`src/rtl/vecmat32_seq.sv`:
```
`timescale 1ns/1ps
`default_nettype none
// ============================================================================
// Module   : vecmat32_seq
// Purpose  : Sequencer / result collector for the 32-lane vector-matrix
//            datapath. Assembles the softmax vector from an element stream,
//            streams V columns into the datapath under a credit limit, and
//            returns each dot-product result on a ready/valid stream.
// Revision : 1.0 - initial release
// ============================================================================
module vecmat32_seq #(
    parameter int LANES      = 32,
    parameter int DW         = 16,
    parameter int NUM_COLS   = 64,
    parameter int DP_LATENCY = 3,
    parameter int FIFO_DEPTH = 4
) (
    input  logic                  clk,
    input  logic                  reset,
    input  logic                  start,
    input  logic                  vec_valid,
    output logic                  vec_ready,
    input  logic [DW-1:0]         vec_data,
    input  logic                  mat_valid,
    output logic                  mat_ready,
    input  logic [LANES*DW-1:0]   mat_data,
    output logic [LANES*DW-1:0]   vector_out,
    output logic [LANES*DW-1:0]   matrix_out,
    input  logic [DW-1:0]         dp_result,
    output logic                  res_valid,
    input  logic                  res_ready,
    output logic [DW-1:0]         res_data,
    output logic                  res_last,
    output logic                  busy,
    output logic                  done
);

    localparam int c_ELEM_W = (LANES > 1) ? $clog2(LANES) : 1;
    localparam int c_COL_W  = (NUM_COLS > 1) ? $clog2(NUM_COLS) : 1;
    localparam int c_PTR_W  = (FIFO_DEPTH > 1) ? $clog2(FIFO_DEPTH) : 1;
    localparam int c_CNT_W  = $clog2(FIFO_DEPTH + 1);

    localparam logic [c_ELEM_W-1:0] c_LAST_ELEM = c_ELEM_W'(LANES - 1);
    localparam logic [c_COL_W-1:0]  c_LAST_COL  = c_COL_W'(NUM_COLS - 1);
    localparam logic [c_PTR_W-1:0]  c_LAST_PTR  = c_PTR_W'(FIFO_DEPTH - 1);
    localparam logic [c_CNT_W:0]    c_DEPTH     = (c_CNT_W + 1)'(FIFO_DEPTH);
    localparam logic [c_CNT_W-1:0]  c_DEPTH_CNT = c_CNT_W'(FIFO_DEPTH);

    typedef enum logic [1:0] {
        S_IDLE     = 2'd0,
        S_LOAD_VEC = 2'd1,
        S_STREAM   = 2'd2,
        S_DRAIN    = 2'd3
    } state_t;

    state_t                 r_state;
    state_t                 w_state_next;
    logic [c_ELEM_W-1:0]    r_elem_cnt;
    logic [c_COL_W-1:0]     r_col_cnt;
    logic [c_CNT_W-1:0]     r_inflight;
    logic [c_CNT_W-1:0]     r_fifo_count;
    logic [c_PTR_W-1:0]     r_wr_ptr;
    logic [c_PTR_W-1:0]     r_rd_ptr;
    logic [DW:0]            r_fifo_mem [FIFO_DEPTH];
    logic [DP_LATENCY:0]    r_dl_valid;
    logic [DP_LATENCY:0]    r_dl_last;
    logic [LANES*DW-1:0]    r_vector;
    logic [LANES*DW-1:0]    r_matrix;

    logic                   w_vec_accept;
    logic                   w_mat_accept;
    logic                   w_credit_ok;
    logic                   w_capture;
    logic                   w_fifo_empty;
    logic                   w_pop;
    logic                   w_drained;
    logic [DW:0]            w_head;

    // Credits count both queued results and results still inside the
    // datapath, so a capture always finds a free FIFO slot.
    assign w_credit_ok  = ({1'b0, r_fifo_count} + {1'b0, r_inflight}) < c_DEPTH;
    assign w_vec_accept = vec_valid && vec_ready;
    assign w_mat_accept = mat_valid && mat_ready;
    assign w_capture    = r_dl_valid[DP_LATENCY];
    assign w_fifo_empty = (r_fifo_count == '0);
    assign w_pop        = !w_fifo_empty && res_ready;
    assign w_drained    = (r_inflight == '0) && w_fifo_empty;
    assign w_head       = r_fifo_mem[r_rd_ptr];

    assign vector_out = r_vector;
    assign matrix_out = r_matrix;
    assign res_valid  = !w_fifo_empty;
    assign res_data   = w_fifo_empty ? '0 : w_head[DW-1:0];
    assign res_last   = w_fifo_empty ? 1'b0 : w_head[DW];

    // State register
    always_ff @(posedge clk or negedge reset) begin
        if (!reset) r_state <= S_IDLE;
        else        r_state <= w_state_next;
    end

    // Next-state and handshake outputs
    always_comb begin
        w_state_next = r_state;
        vec_ready    = 1'b0;
        mat_ready    = 1'b0;
        busy         = (r_state != S_IDLE);
        done         = 1'b0;
        case (r_state)
            S_IDLE: begin
                if (start) w_state_next = S_LOAD_VEC;
            end
            S_LOAD_VEC: begin
                vec_ready = 1'b1;
                if (vec_valid && (r_elem_cnt == c_LAST_ELEM)) w_state_next = S_STREAM;
            end
            S_STREAM: begin
                mat_ready = w_credit_ok;
                if (mat_valid && w_credit_ok && (r_col_cnt == c_LAST_COL)) w_state_next = S_DRAIN;
            end
            S_DRAIN: begin
                if (w_drained) begin
                    done         = 1'b1;
                    w_state_next = S_IDLE;
                end
            end
            default: w_state_next = S_IDLE;
        endcase
    end

    // Element / column counters, vector assembly and column register
    always_ff @(posedge clk or negedge reset) begin
        if (!reset) begin
            r_elem_cnt <= '0;
            r_col_cnt  <= '0;
            r_vector   <= '0;
            r_matrix   <= '0;
        end else begin
            if ((r_state == S_IDLE) && start) begin
                r_elem_cnt <= '0;
                r_col_cnt  <= '0;
            end
            if (w_vec_accept) begin
                r_vector[r_elem_cnt*DW +: DW] <= vec_data;
                r_elem_cnt                    <= r_elem_cnt + 1'b1;
            end
            if (w_mat_accept) begin
                r_matrix  <= mat_data;
                r_col_cnt <= r_col_cnt + 1'b1;
            end
        end
    end

    // Delay line tracking which datapath outputs belong to accepted columns
    always_ff @(posedge clk or negedge reset) begin
        if (!reset) begin
            r_dl_valid <= '0;
            r_dl_last  <= '0;
        end else begin
            r_dl_valid <= {r_dl_valid[DP_LATENCY-1:0], w_mat_accept};
            r_dl_last  <= {r_dl_last[DP_LATENCY-1:0], w_mat_accept && (r_col_cnt == c_LAST_COL)};
        end
    end

    // In-flight counter: accept adds, capture removes, both together cancel
    always_ff @(posedge clk or negedge reset) begin
        if (!reset) begin
            r_inflight <= '0;
        end else begin
            case ({w_mat_accept, w_capture})
                2'b10:   r_inflight <= r_inflight + 1'b1;
                2'b01:   r_inflight <= r_inflight - 1'b1;
                default: r_inflight <= r_inflight;
            endcase
        end
    end

    // Result FIFO pointers and occupancy
    always_ff @(posedge clk or negedge reset) begin
        if (!reset) begin
            r_wr_ptr     <= '0;
            r_rd_ptr     <= '0;
            r_fifo_count <= '0;
        end else begin
            if (w_capture) r_wr_ptr <= (r_wr_ptr == c_LAST_PTR) ? '0 : r_wr_ptr + 1'b1;
            if (w_pop)     r_rd_ptr <= (r_rd_ptr == c_LAST_PTR) ? '0 : r_rd_ptr + 1'b1;
            case ({w_capture, w_pop})
                2'b10:   r_fifo_count <= r_fifo_count + 1'b1;
                2'b01:   r_fifo_count <= r_fifo_count - 1'b1;
                default: r_fifo_count <= r_fifo_count;
            endcase
        end
    end

    // Result storage; contents are only observed while occupancy marks them live
    always_ff @(posedge clk) begin
        if (w_capture) r_fifo_mem[r_wr_ptr] <= {r_dl_last[DP_LATENCY], dp_result};
    end

    a_fifo_no_overflow: assert property (@(posedge clk) disable iff (!reset)
        !(w_capture && !w_pop && (r_fifo_count == c_DEPTH_CNT)));

endmodule
`default_nettype wire
```
`config.mk`:
```
export PLATFORM = sky130hd
export DESIGN_NAME = vecmat32_seq
export DESIGN_NICKNAME = d
export VERILOG_FILES = /design/src/rtl/vecmat32_seq.sv
export SDC_FILE = /design/constraint.sdc
export NUM_CORES = 2
export LEC_CHECK = 0
export BUFFER_PORTS_ARGS = -buffer_cell sky130_fd_sc_hd__buf_2
export CAP_MARGIN = 40
export CORE_AREA = 2 2 627 629
export DETAILED_ROUTE_END_ITERATION = 16
export DIE_AREA = 0 0 629 631
export PLACE_DENSITY_LB_ADDON = 0.05
export SETUP_SLACK_MARGIN = 0.02
export SLEW_MARGIN = 20
export SYNTH_ARGS = -nofsm -noshare
export SYNTH_HDL_FRONTEND = slang
export SYNTH_SLANG_ARGS = --single-unit
```
`constraint.sdc`:
```
create_clock -name clk -period 3.3 [get_ports clk]
set_input_delay 0.66 -clock clk [delete_from_list [all_inputs] [get_ports clk]]
set_output_delay 0.66 -clock clk [all_outputs]
set_load 0.02 [all_outputs]
```
# Word level (Yosys, flattened, before mapping)
# Memories as Yosys holds them, arrays and structs flattened.
# Cells that the tools add are included.
totals:
  regBits: 1055
  ramBits: 68
  input_bits: 550
  out_inout_bits: 1046
  memories: 1
mem_list:
  columns: ["name", "words", "word_bits", "rd", "rd_clocked_by_memory_dff", "wr", "line", "source"]
  rows:
  - ["r_fifo_mem", 4, 17, 1, 0, 1, "64", "logic [DW:0] r_fifo_mem [FIFO_DEPTH];"]
op_classes:
  n_addsub: 10
  n_lt_le_gt_ge: 1
  eq_ne: 15
  shifts: 2
  n_mux: 22
  reduce_logical: 19
ops:
  columns: ["op", "n"]
  rows:
  - ["$bwmux 512", 1]
  - ["$shift 16x34->512 const A", 1]
  - ["$shiftx 16x34->512", 1]
  - ["$neg 9->34", 1]
  - ["$mux 16", 1]
  - ["$eq 2x2->1 const B", 6]
  - ["$mux 2", 6]
  - ["$mux 6", 2]
  - ["$pmux 3 s2", 2]
  - ["$mux 5", 2]
  - ["$reduce_bool 2->1", 5]
  - ["$logic_and 1x1->1", 9]
  - ["$ne 2x2->1 const B", 4]
  - ["$pmux 2 s4", 1]
  - ["$mux 1", 7]
  - ["$add 3x1->3 const B", 2]
  - ["$add 6x1->6 const B", 1]
  - ["$eq 2x1->1 const B", 3]
  - ["$eq 6x6->1 const B", 1]
  - ["$logic_not 3->1", 2]
  - ["$sub 3x1->3 const B", 2]
  - ["$add 5x1->5 const B", 1]
  - ["$eq 5x5->1 const B", 1]
  - ["$add 2x1->2 const B", 2]
  - ["other kinds (5)", 5]

# Longest topological paths before layout
depth:
  word_depth: 6
  ltp_mapped: 13

# Least setup slack after synthesis
# OpenSTA, ideal clock, no wires.
synth_path:
  path_kind: "register to register"
  startpoint: "reg r_elem_cnt[0]"
  endpoint: "reg r_vector[494], in the netlist vector_out[494]"
  arrival_ps: 3126
  required_time_ps: 3172
  slack_ps: 47
  stages_incl_launch_ff: 13
  path_buffers: 4
  period_less_slack_ps: 3253
  cell_sequence: "dfrtp_1 -> buf_2 -> inv_1 -> ha_1 -> nand2b_1 -> nor2_1 -> ha_1 -> buf_2 -> or4_1 -> buf_4 -> nor3_4 -> buf_4 -> mux2_1"
synth_via:
  elab_chain_cells: 3
  elab_cells_between_ends: 4
  classes_between: "add/sub: 1; shift: 2; mux: 1"
synth_rtl:
  columns: ["element", "line", "source"]
  rows:
  - ["start, declared", "58", "logic [c_ELEM_W-1:0] r_elem_cnt;"]
  - ["start signal, assigned", "145", "r_elem_cnt <= r_elem_cnt + 1'b1;"]
  - ["$neg 9->34 (*)", "144", "r_vector[r_elem_cnt*DW +: DW] <= vec_data;"]
  - ["$shiftx 16x34->512 or $shift 16x34->512 (tied branches)", "144", null]
  - ["$bwmux 512 (*)", "144", null]
  - ["end signal, assigned by index", "144", null]
  - ["end, declared", "67", "logic [LANES*DW-1:0] r_vector;"]
# Mark *: on every way between the ends. The rest lies on a longest branch, timed or not.
# A chain may end at the register's enable or synchronous reset.

# Worst setup path in the final report
layout_path:
  startpoint: "reg r_elem_cnt[0]"
  endpoint: "reg r_vector[439], in the netlist vector_out[439]"
# Same word-level chain as after synthesis.

==> qor.csv <==
metric,value,unit
status,completed,
slowest_delay,0.53,ns
clock_tree.buffer_depth,4,
synthToLayoutAreaGrowth,59.5,%
ys_types,61,
grt_start_max_net_pins,104,
fp.dieArea,0.397,mm²
cp-start-kind,flip-flop,
clkLatencyLatePin,0.88,ns
synth.avg_cell_area,11.1,µm²
dr.pass1.iters,5,
synth_edf_count,68,
power.leakage,37.4,nW
critical_path.max_fanout,16,
antenna_found_initial,146,
fin_nets,6841,
overflow,0,
synthMuxAreaShare,12.1,%
power,0.0635,W
rows,230,
ys_ff_latch,1123,
coreArea,0.391,mm²
clk_pin_slew,0.06,ns
via_per_inst,3.39,
start_util,11.5,%
slew_viol_final,0,
io_pins,1596,
p_per_area,887,mW/mm²
synthArstFlopShare,93.9,%
cp-end-kind,flip-flop,
cts_tree,yes,
yosys.area.top_type,dfrtp_1,
vias,39508,
synth_xor_area_share,0.212,%
worstPathCellList,inv_1 > ha_4 > buf_4 > nand2b_1 > nor2_1 > ha_1 > or4_1 > buf_4 > nor3_4 > buf_12 > mux2_2,
cts-root-buf,clkbuf_16,
synth_common_cells,"1568 x nand2_1, 1055 x dfrtp_1, 439 x mux2_2",
fin_setup_tns,0,ns
max_freq,323,MHz
rsz0062_at_grt,no,
synth_compound_area_share,1.70,%
hold_slack,0.0907,ns
clkSinkCount,1123,
post-cts-setup-buffers,0,
grt_pass1_wl,425000,µm
hold_class,in2reg,
dpl.cell_count,10814,
timing.final.crit_share,93.9,%
ys_warn_count,0,
hpwl,255000,µm
tightest_slew,0.765,ns
synth.most_common_cell,nand2_1,
synth_nets,4619,
peakVddDrop,0.411,mV
yosys-top-cells-area,"dfrtp_1 59%, nand2_1 13%, mux2_2 11%, edfxtp_1 4.5%, clkbuf_1 1.5%",
grt_usage,15.8,%
period_minus_slack,3.10,ns
crit_path_frequent_cell,buf_4,
yosys.area.top_type_share,58.8,%
critPathKind,reg2reg,
postSynthCellCount,4048,
synthSimpleGateAreaFrac,19.1,%
cts_buffers,171,
worstPathArrival,3.79,ns
ys_dominant_reg_cell,dfrtp_1,
die_w,629,µm
htree_levels,4,
fin_skew,0.0687,ns
gp_congestion,0.825,
die_h,631,µm
wirelength,323000,µm
synth_top_family_by_area,simple AND/OR/NAND/NOR gates,
grt_pass1_vias,42795,
cp_slowest_cell,or4_1,
maxCapViolations,0,
netlist_area,0.0449,mm²
setup_viol,0,
drtAntennaViolNets,0,
wire_per_inst,27.7,µm
drive_gt1_share,40.4,%
drt_iter0_drc,1619,
required,3.99,ns
num-fill-cells,44021,
synth_fa_ha_area_share,0.619,%
numPortBuffers,1595,
drc,0,
finalHoldViolations,0,
fin_cells,11665,
slew_headroom,49.0,%
seq_area_frac_synth,63.4,%
## logic make-up (layout without fill, tap and decap cells)
| group | after synthesis | in the layout |
|---|---|---|
| buf+inv | 292 | 2641 |
| flops | 1123 | 1123 |
| other cells | 0 | 48 |
| mux | 468 | 468 |
| simple gates | 2027 | 2027 |
| fa+ha+maj | 21 | 21 |
| compound gates | 107 | 107 |
| xor+xnor | 10 | 10 |
## layer usage
| layer | up-vias | track usage, % | routed length [µm] |
|---|---|---|---|
| li1 | 17855 | - | - |
| met1 | 19957 | 16.7 | 118000 |
| met2 | 1128 | 29.9 | 172000 |
| met3 | 438 | 5.03 | 22300 |
| met4 | 130 | 4.56 | 10500 |
| met5 | - | 0 | 816 |
## final timing paths
| check | startpoint | end | slack (ns) | cells after the start |
|---|---|---|---|---|
| worst max register to register | r_elem_cnt[0] | vector_out[439] | 0.20 | 11 |
| worst max-delay path | r_elem_cnt[0] | vector_out[439] | 0.20 | 11 |
| worst min-delay path | mat_data[371] | matrix_out[371] | 0.09 | 3 |
| min in group asynchronous | reset | vector_out[236] | 0.40 | 2 |
| max in group asynchronous | reset | matrix_out[468] | 1.79 | 3 |
| worst min register to register | r_dl_valid[0] | r_dl_valid[1] | 0.35 | 0 |
## where the power goes
group | leakage, nW | total, W | internal (W) | switching [W]
clock | 2.79 | 0.0191 | 0.0114 | 0.00772
sequential | 14.6 | 0.0195 | 0.0173 | 0.00217
combinational | 20.0 | 0.0248 | 0.00675 | 0.0181
total | 37.4 | 0.0635 | 0.0355 | 0.0280
## through the flow
step | setup WS (ns) | util, % | instance area, µm²
4_1_cts | 0.0438 | 18.3 | 71500
3_5_place_dp | -0.0156 | 15.5 | 60700
6_report | 0.201 | 18.3 | 71600
2_1_floorplan | 0.0465 | - | 44900
5_1_grt | 0.0636 | 18.3 | 71500
3_3_place_gp | -0.162 | 15.5 | 60700
## worst max-delay path, delay by kind of cell (launching register included)
family	cells	cell delay (ns)
AND/OR/NAND/NOR	4	0.99
multiplexers	1	0.35
adder cells (fa/ha/maj)	2	0.47
flip-flops	1	0.38
buffers and inverters	4	0.72
## layout by cell type, fill, tap and decap left out, types with 4 or more instances in the layout
cell and n:
a21o_1 58, and2_1 43, and3_1 76, buf_12 57, buf_2 1595, buf_4 154
bufinv_16 8, clkbuf_1 38, clkbuf_16 176, clkbuf_8 45, clkinv_2 17, clkinvlp_4 4
dfrtp_1 1055, diode_2 48, dlygate4sd3_1 503, edfxtp_1 68, ha_1 18, inv_1 28
mux2_2 439, mux2i_1 10, mux4_2 17, nand2_1 1559, nand2_2 8, nand3_1 41
nand3_2 6, nand4_1 20, nand4_2 9, nor2_1 110, nor3_1 60, nor3_4 8
nor4_1 57, nor4_4 4, o21ai_0 21, o31ai_1 10, or3_1 5, xor2_1 5
## layout make-up
| type | instances | area [µm²] | share of cell area (%) |
|---|---|---|---|
| antenna | 48 | 120 | 0.168 |
| sequential | 1123 | 28400 | 39.7 |
| multi-input combinational | 2633 | 15300 | 21.4 |
| clock buffer | 259 | 5170 | 7.22 |
| inverter | 29 | 116 | 0.163 |
| clock inverter | 41 | 514 | 0.718 |
| tap | 5220 | 6530 | 9.12 |
| timing repair buffer | 2312 | 15400 | 21.4 |
## sequential cells by signal, indices dropped and copies added (netlist names)
register and cells:
matrix_out 512, r_col_cnt 6, r_dl_last 4, r_dl_valid 4
r_elem_cnt 5, r_fifo_count 3, r_fifo_mem 68, r_inflight 3
r_rd_ptr 2, r_state 2, r_wr_ptr 2, vector_out 512
## repair_timing
action | 4_1_cts | 5_1_grt
setup endpoints to repair | 16 | 150
hold buffers | 503 | 0
hold endpoints to repair | 583 | 0
resized for setup | 2 | 4
(Power assumes the default switching activity.)
